[config.mk]
export PLATFORM = sky130hd
export DESIGN_NAME = fetch_exec_sequencer_flat
export DESIGN_NICKNAME = d
export VERILOG_FILES = /design/src/rtl/fetch_exec_sequencer_if.sv /design/src/rtl/fetch_exec_sequencer.sv /design/src/flat_wrapper.sv
export SDC_FILE = /design/constraint.sdc
export NUM_CORES = 1
export LEC_CHECK = 0
export ABC_AREA = 1
export CORE_UTILIZATION = 45
export CTS_CLUSTER_SIZE = 24
export DETAILED_ROUTE_END_ITERATION = 7
export PLACE_DENSITY = 0.82
export SYNTH_ARGS = -nofsm -noshare
export SYNTH_HDL_FRONTEND = slang
export SYNTH_SLANG_ARGS = --single-unit
[constraint.sdc]
create_clock -name clk -period 3.86 [get_ports clk]
set_input_delay 1.158 -clock clk [delete_from_list [all_inputs] [get_ports clk]]
set_output_delay 1.158 -clock clk [all_outputs]
set_load 0.1 [all_outputs]
[src/rtl/fetch_exec_sequencer_if.sv]
// Control-path bus between the fetch/execute sequencer and its memory/datapath side.
// The master side drives start, memory response and exec_done; the slave side is the sequencer.
interface fetch_exec_sequencer_if #(
  parameter int IR_W   = 16,
  parameter int BYTE_W = 8,
  parameter int OPC_W  = 4,
  parameter int T_MAX  = 8
);
  logic                  start;
  logic                  mem_ready;
  logic [BYTE_W-1:0]     mem_rdata;
  logic                  exec_done;
  logic                  mem_rd;
  logic                  pc_inc;
  logic [IR_W-1:0]       ir;
  logic [T_MAX-1:0]      t_onehot;
  logic [2**OPC_W-1:0]   opc_onehot;
  logic                  busy;
  logic                  halted;
  logic                  t_overflow;

  modport master (
    output start, mem_ready, mem_rdata, exec_done,
    input  mem_rd, pc_inc, ir, t_onehot, opc_onehot, busy, halted, t_overflow
  );

  modport slave (
    input  start, mem_ready, mem_rdata, exec_done,
    output mem_rd, pc_inc, ir, t_onehot, opc_onehot, busy, halted, t_overflow
  );
endinterface

[src/rtl/fetch_exec_sequencer.sv]
// Multi-cycle CPU sequencer: byte-wise instruction fetch with ready handshake, one-cycle
// decode and a variable-length execute phase, exposing one-hot T-state and opcode vectors.
module fetch_exec_sequencer #(
  parameter int IR_W   = 16,
  parameter int BYTE_W = 8,
  parameter int OPC_W  = 4,
  parameter int T_MAX  = 8
) (
  input  logic                   clk,
  input  logic                   rst_n,
  fetch_exec_sequencer_if.slave  bus
);
  localparam int NB   = IR_W / BYTE_W;
  localparam int SC_W = (T_MAX > 1) ? $clog2(T_MAX) : 1;
  localparam int FB_W = (NB > 1) ? $clog2(NB) : 1;
  localparam int OH_W = 2**OPC_W;

  typedef enum logic [2:0] {
    S_IDLE,
    S_FETCH,
    S_DECODE,
    S_EXEC,
    S_HALT
  } state_t;

  state_t            state, state_nx;
  logic [SC_W-1:0]   sc, sc_nx;
  logic [FB_W-1:0]   fb, fb_nx;
  logic [IR_W-1:0]   ir_q, ir_nx;
  logic              ovf_q, ovf_nx;
  logic              in_fetch;

  // NOTE: state registers use non-blocking assignments so every flop samples pre-edge values.
  always_ff @(posedge clk or negedge rst_n) begin
    if (!rst_n) begin
      state <= S_IDLE;
      sc    <= '0;
      fb    <= '0;
      ir_q  <= '0;
      ovf_q <= 1'b0;
    end else begin
      state <= state_nx;
      sc    <= sc_nx;
      fb    <= fb_nx;
      ir_q  <= ir_nx;
      ovf_q <= ovf_nx;
    end
  end

  // NOTE: every next-state value is defaulted to its current value first, so no path infers a latch.
  always_comb begin
    state_nx = state;
    sc_nx    = sc;
    fb_nx    = fb;
    ir_nx    = ir_q;
    ovf_nx   = ovf_q;
    unique case (state)
      S_IDLE: begin
        if (bus.start) state_nx = S_FETCH;
      end
      S_FETCH: begin
        // Wait states simply hold everything until memory answers.
        if (bus.mem_ready) begin
          ir_nx[int'(fb)*BYTE_W +: BYTE_W] = bus.mem_rdata;
          sc_nx = sc + SC_W'(1);
          if (fb == FB_W'(NB-1)) begin
            fb_nx    = '0;
            state_nx = S_DECODE;
          end else begin
            fb_nx = fb + FB_W'(1);
          end
        end
      end
      S_DECODE: begin
        if (&ir_q) begin
          state_nx = S_HALT;
        end else begin
          sc_nx    = SC_W'(NB+1);
          state_nx = S_EXEC;
        end
      end
      S_EXEC: begin
        // exec_done takes priority, so the last legal T state can still finish cleanly.
        if (bus.exec_done) begin
          sc_nx    = '0;
          state_nx = S_FETCH;
        end else if (sc == SC_W'(T_MAX-1)) begin
          ovf_nx   = 1'b1;
          state_nx = S_HALT;
        end else begin
          sc_nx = sc + SC_W'(1);
        end
      end
      S_HALT: ;
      default: state_nx = S_IDLE;
    endcase
  end

  assign in_fetch       = (state == S_FETCH);
  assign bus.mem_rd     = in_fetch;
  assign bus.pc_inc     = in_fetch & bus.mem_ready;
  assign bus.ir         = ir_q;
  assign bus.busy       = (state == S_FETCH) || (state == S_DECODE) || (state == S_EXEC);
  assign bus.halted     = (state == S_HALT);
  assign bus.t_overflow = ovf_q;
  assign bus.t_onehot   = bus.busy ? (T_MAX'(1) << sc) : '0;
  assign bus.opc_onehot = ((state == S_DECODE) || (state == S_EXEC))
                          ? (OH_W'(1) << ir_q[IR_W-1 -: OPC_W]) : '0;
endmodule

[src/flat_wrapper.sv]
// flat-port wrapper written by rule: the top's interface ports become plain ports
module fetch_exec_sequencer_flat 
#(
  parameter int IR_W   = 16,
  parameter int BYTE_W = 8,
  parameter int OPC_W  = 4,
  parameter int T_MAX  = 8
)
  (clk, rst_n, bus_start, bus_mem_ready, bus_mem_rdata, bus_exec_done, bus_mem_rd, bus_pc_inc, bus_ir, bus_t_onehot, bus_opc_onehot, bus_busy, bus_halted, bus_t_overflow);
  fetch_exec_sequencer_if #(.IR_W(IR_W), .BYTE_W(BYTE_W), .OPC_W(OPC_W), .T_MAX(T_MAX)) bus_i ();
  input  logic clk;
  input  logic rst_n;
  input wire logic [$bits(bus_i.start)-1:0] bus_start;
  input wire logic [$bits(bus_i.mem_ready)-1:0] bus_mem_ready;
  input wire logic [$bits(bus_i.mem_rdata)-1:0] bus_mem_rdata;
  input wire logic [$bits(bus_i.exec_done)-1:0] bus_exec_done;
  output wire logic [$bits(bus_i.mem_rd)-1:0] bus_mem_rd;
  output wire logic [$bits(bus_i.pc_inc)-1:0] bus_pc_inc;
  output wire logic [$bits(bus_i.ir)-1:0] bus_ir;
  output wire logic [$bits(bus_i.t_onehot)-1:0] bus_t_onehot;
  output wire logic [$bits(bus_i.opc_onehot)-1:0] bus_opc_onehot;
  output wire logic [$bits(bus_i.busy)-1:0] bus_busy;
  output wire logic [$bits(bus_i.halted)-1:0] bus_halted;
  output wire logic [$bits(bus_i.t_overflow)-1:0] bus_t_overflow;
  assign bus_i.start = bus_start;
  assign bus_i.mem_ready = bus_mem_ready;
  assign bus_i.mem_rdata = bus_mem_rdata;
  assign bus_i.exec_done = bus_exec_done;
  assign bus_mem_rd = bus_i.mem_rd;
  assign bus_pc_inc = bus_i.pc_inc;
  assign bus_ir = bus_i.ir;
  assign bus_t_onehot = bus_i.t_onehot;
  assign bus_opc_onehot = bus_i.opc_onehot;
  assign bus_busy = bus_i.busy;
  assign bus_halted = bus_i.halted;
  assign bus_t_overflow = bus_i.t_overflow;
  fetch_exec_sequencer #(.IR_W(IR_W), .BYTE_W(BYTE_W), .OPC_W(OPC_W), .T_MAX(T_MAX)) u_core (.clk(clk), .rst_n(rst_n), .bus(bus_i));
endmodule
# Yosys cells after proc, flatten, opt, wreduce, memory -nomap -nowiden
# Cells that the tools add are included.
# totals
register_bits	24
input_bits	13
# op_classes
addsub	3
n_eq_ne	11
shifts	4
n_mux	16
n_reduce_logical	10
bitwise_logic	3
# ops
cell	count
4-bit negation with 33-bit output	1
8-bit by 33-bit variable shift with 16-bit output (first input constant)	1
8-bit by 33-bit variable part select with 16-bit output	1
3-bit two-way mux	10
16-bit bitwise mux	1
16-bit two-way mux	1
16-bit AND reduction	1
1-bit by 4-bit left shift with 16-bit output (first input constant)	1
3-bit case mux with 5 select lines	1
3-bit case mux with 3 select lines	1
8-bit two-way mux	1
1-bit by 3-bit left shift with 8-bit output (first input constant)	1
3-bit by 2-bit == test with 1-bit output (second input constant)	2
3-bit == test (second input constant)	2
2-bit != test (second input constant)	3
5-bit AND reduction	1
4-bit AND reduction	1
3-bit by 1-bit adder with 3-bit output (second input constant)	1
3-bit by 1-bit == test with 1-bit output (second input constant)	1
3-bit logical NOT	1
1-bit logical OR	3
3-bit by 2-bit != test with 1-bit output (second input constant)	1
3-bit != test (second input constant)	1
3-bit AND reduction	1
other kinds (7)	8

# Depth between registers and ports, before layout
# depth
word_depth	4
depth_mapped	8

# Least setup slack after synthesis
# No wires, ideal clock.
# synth_timing
path_kind	reg2out
start	reg u_core.state[1]
end	out bus_t_onehot[0]
required_ns	2.702
path_stages_with_launch	5
path_slack_ns	-1.613
arrival_ns	4.315
cell_sequence	dfrtp_1 -> nor2_1 -> nor2_1 -> inv_1 -> nor3_1
# synth_between
elab_chain_len	4
elab_cells_between_ends	6
# synth_lines
element	line	text
from (decl)	fetch_exec_sequencer.sv:26	state_t state, state_nx;
from (signal assigned)	fetch_exec_sequencer.sv:42	state <= state_nx;
3-bit by 1-bit == test with 1-bit output / 3-bit by 2-bit == test with 1-bit output (equally long branches)	fetch_exec_sequencer.sv:103	assign bus.busy = (state == S_FETCH) || (state == S_DECODE) || (state == S_EXEC);
1-bit logical OR	fetch_exec_sequencer.sv:103	
1-bit logical OR (*)	fetch_exec_sequencer.sv:103	
net bus_busy	flat_wrapper.sv:22	output wire logic [$bits(bus_i.busy)-1:0] bus_busy;
8-bit two-way mux (*)	fetch_exec_sequencer.sv:106	assign bus.t_onehot = bus.busy ? (T_MAX'(1) << sc) : '0;
to (decl)	flat_wrapper.sv:20	output wire logic [$bits(bus_i.t_onehot)-1:0] bus_t_onehot;
# The timed path passes the listed nets; every way through them passes the cells marked *.

# Worst setup path in the final report
# layout_timing
start	in bus_mem_ready
end	out bus_pc_inc
# layout_between
elab_chain_len	1
# layout_lines
element	line	text
from (decl)	flat_wrapper.sv:14	input wire logic [$bits(bus_i.mem_ready)-1:0] bus_mem_ready;
1-bit AND	fetch_exec_sequencer.sv:101	assign bus.pc_inc = in_fetch & bus.mem_ready;
to (decl)	flat_wrapper.sv:18	output wire logic [$bits(bus_i.pc_inc)-1:0] bus_pc_inc;
# Every way passes these cells.

==> impl_metrics.py <==
metrics = {
    "timing": {
        "fmax_mhz": 312,
        "period_minus_slack_ns": 3.20,
        "finalSetupViolCount": 0,
        "fin_ws_ns": 0.655,
        "finalHoldViolations": 0,
        "slew_headroom_pct": 35.0,
        "worst_pin_slew_ns": 0.972,
        "min_period_over_period_pct": 83.0,
        "rsz0062_at_grt": "false",
        "slew_violations": 0,
        "final.setup_skew_ns": 0.00917,
        "whs_ns": 0.496,
    },
    "clocking": {
        "htreeDepth": 1,
        "clock_latency_ns": 0.31,
        "cts_hold_buf": 0,
        "cts.repair.resized": 0,
        "root_buffer": "clkbuf_4",
        "cts_buffer_depth": 2,
        "cts_setup_buffers": 0,
        "cts_tree": "done",
        "clock-sinks": 24,
        "path_clk_slew_ns": 0.13,
        "cts_buffers": 3,
    },
    "yosys": {
        "yosys_warnings": 0,
        "syn_inst": 204,
        "synth_area_leaders": "dfrtp_1, nand2_1, o21ai_2",
        "synth_edf_count": 0,
        "ys_seq_elements": 24,
        "ys.flop_type": "dfrtp_1",
        "synth_nets": 223,
        "async_flop_share_pct": 100,
        "ys_top_cells_by_count": "nand2_1, inv_1, nor2_1",
        "ys_seq_area_share_pct": 39.7,
        "synth_area_mm2": 0.00151,
        "avgSynthCellArea_um2": 7.42,
        "yosys.area.top_type_share_pct": 39.7,
        "ys_types": 20,
        "synth_area_leader_cell": "dfrtp_1",
        "yosysMostFrequentCell": "nand2_1",
    },
    "drt": {
        "ant_nets": 0,
        "post-route-drc-count": 0,
        "drtIter0Drc": 51,
        "vias_per_cell": 4.63,
        "first_pass_iters": 4,
        "wl_per_cell_um": 10.8,
        "routed_wirelength_mm": 3.30,
        "vias": 1422,
    },
    "floorplan": {
        "num_rows": 20,
        "io_pins": 58,
        "die_x_um": 60.0,
        "die_area_mm2": 0.00360,
        "start_util_pct": 48.4,
        "die_y_um": 60.0,
        "fp.coreArea_mm2": 0.00313,
    },
    "worst_setup_path": {
        "cp_num_buf_inv": 3,
        "crit_required_ns": 2.70,
        "worst_ep_arrival_time_ns": 2.05,
        "slowest_delay_ns": 0.51,
        "worstPathCellList": "clkdlybuf4s50_1, nand2_2, inv_4, buf_12",
        "worst-path-stages": 4,
        "r2r_cells": 8,
        "path_class": "in2out",
        "slowest_stage": "clkdlybuf4s50_1",
        "cp-start-kind": "primary input",
        "path_max_fanout": 3,
        "endpoint_kind": "primary output",
        "path_delay_family": "buffers and inverters",
    },
    "power_and_ir_drop": {
        "pwr-share-clk_pct": 32.0,
        "leakage_uw": 0.00105,
        "p_int_uw": 321,
        "vdd_drop_max_uv": 200,
        "cellPowerDensity_mw_per_mm2": 193,
        "swShare_pct": 20.5,
        "pwr-share-seq_pct": 62.3,
        "switchingPower_uw": 82.5,
        "p_comb_share_pct": 5.7,
    },
    "global_routing": {
        "grt_usage_pct": 20.9,
        "grt_pass1_wl_mm": 5.60,
        "grt_max_degree": 25,
        "antenna_found_initial": 0,
        "grt_pass1_vias": 1315,
        "overflow": 0,
    },
    "placement": {
        "place_inst": 303,
        "hpwl_mm": 2.59,
        "pre_cts_slack_ns": 0.664,
        "gp_congestion": 0.783,
        "portBuffers": 57,
        "dpl_cell_area_mm2": 0.00205,
    },
    "layout": {
        "final_util_pct": 66.8,
        "area_growth_pct": 38.0,
        "diodes": 0,
        "fin_cells": 307,
        "post-route-cell-area_mm2": 0.00209,
        "fillCellCount": 297,
        "final_nets": 283,
        "drive_gt1_share_pct": 32.3,
    },
    "min_path": {
        "worstHoldPathType": "reg2reg",
        "holdPathStages": 1,
    },
    "run": {
        "maxCapViolCount": 0,
    },
    "run_status": {
        "status": "finished clean",
    },
}
-- power by group through the flow --
stage               sequential [uW]  combinational (uW)  clock [uW]
finish                          251                23.0         129
floorplan                       256                4.72           0
detailed placement              256                23.7           0
global route                    251                26.1         145
global placement                256                23.5           0
CTS                             251                23.7         134
-- path summary, 6_finish.rpt --
check	slack (ns)	endpoint	startpoint
max in group asynchronous	2.44	u_core.bus.ir[9]	rst_n
min in group asynchronous	1.18	u_core.fb	rst_n
worst max-delay path	0.66	bus_pc_inc	bus_mem_ready
worst min register to register	0.50	u_core.bus.t_overflow	u_core.bus.t_overflow
worst min-delay path	0.50	u_core.bus.t_overflow	u_core.bus.t_overflow
worst max register to register	2.34	u_core.sc[1]	u_core.sc[0]
-- cell type report --
cell class	count	area (um2)	area share, %
well taps	44	55.1	2.64
inverters	33	126	6.05
multi-input cells	144	790	37.8
repair buffers	58	480	23.0
clock buffers	4	36.3	1.74
flip-flops and latches	24	601	28.8
-- state kept, by name (all words and copies together), names as in the netlist --
signal / cells
u_core.sc: 3
u_core.bus.ir: 16
u_core.state: 3
u_core.fb: 1
u_core.bus.t_overflow: 1
-- routing by layer --
metal  GRT usage, %  vias up  wire length [um]
met1           25.8      627              1450
li1               -      746                 -
met5              0        -                 0
met3           3.03        4               154
met2           38.4       45              1670
met4           3.99        0                27
-- cell families (layout without fill, tap and decap cells) --
logic type	count (synthesis)	after routing	synth area share, %
buf+inv	36	95	10.6
simple gates	119	119	34.5
fa+ha+maj	6	6	4.96
flops	24	24	39.7
compound gates	19	19	10.3
-- placed cells by master, fill, tap and decap left out, drive strengths merged --
cell,n
a21oi,1
buf,45
clkbuf,4
clkdlybuf4s50,13
dfrtp,24
ha,6
inv,33
nand2,62
nand3,16
nand4,1
nor2,31
nor3,7
o21ai,18
or2,2
-- metrics by stage --
step,setup TNS [ns],total power (uW)
after floorplan,-1.75,261
after global placement,0,280
after detailed placement,0,280
after CTS,0,409
after global routing,0,422
final,0,403
Note: power is estimated with default switching activity, not from simulation.
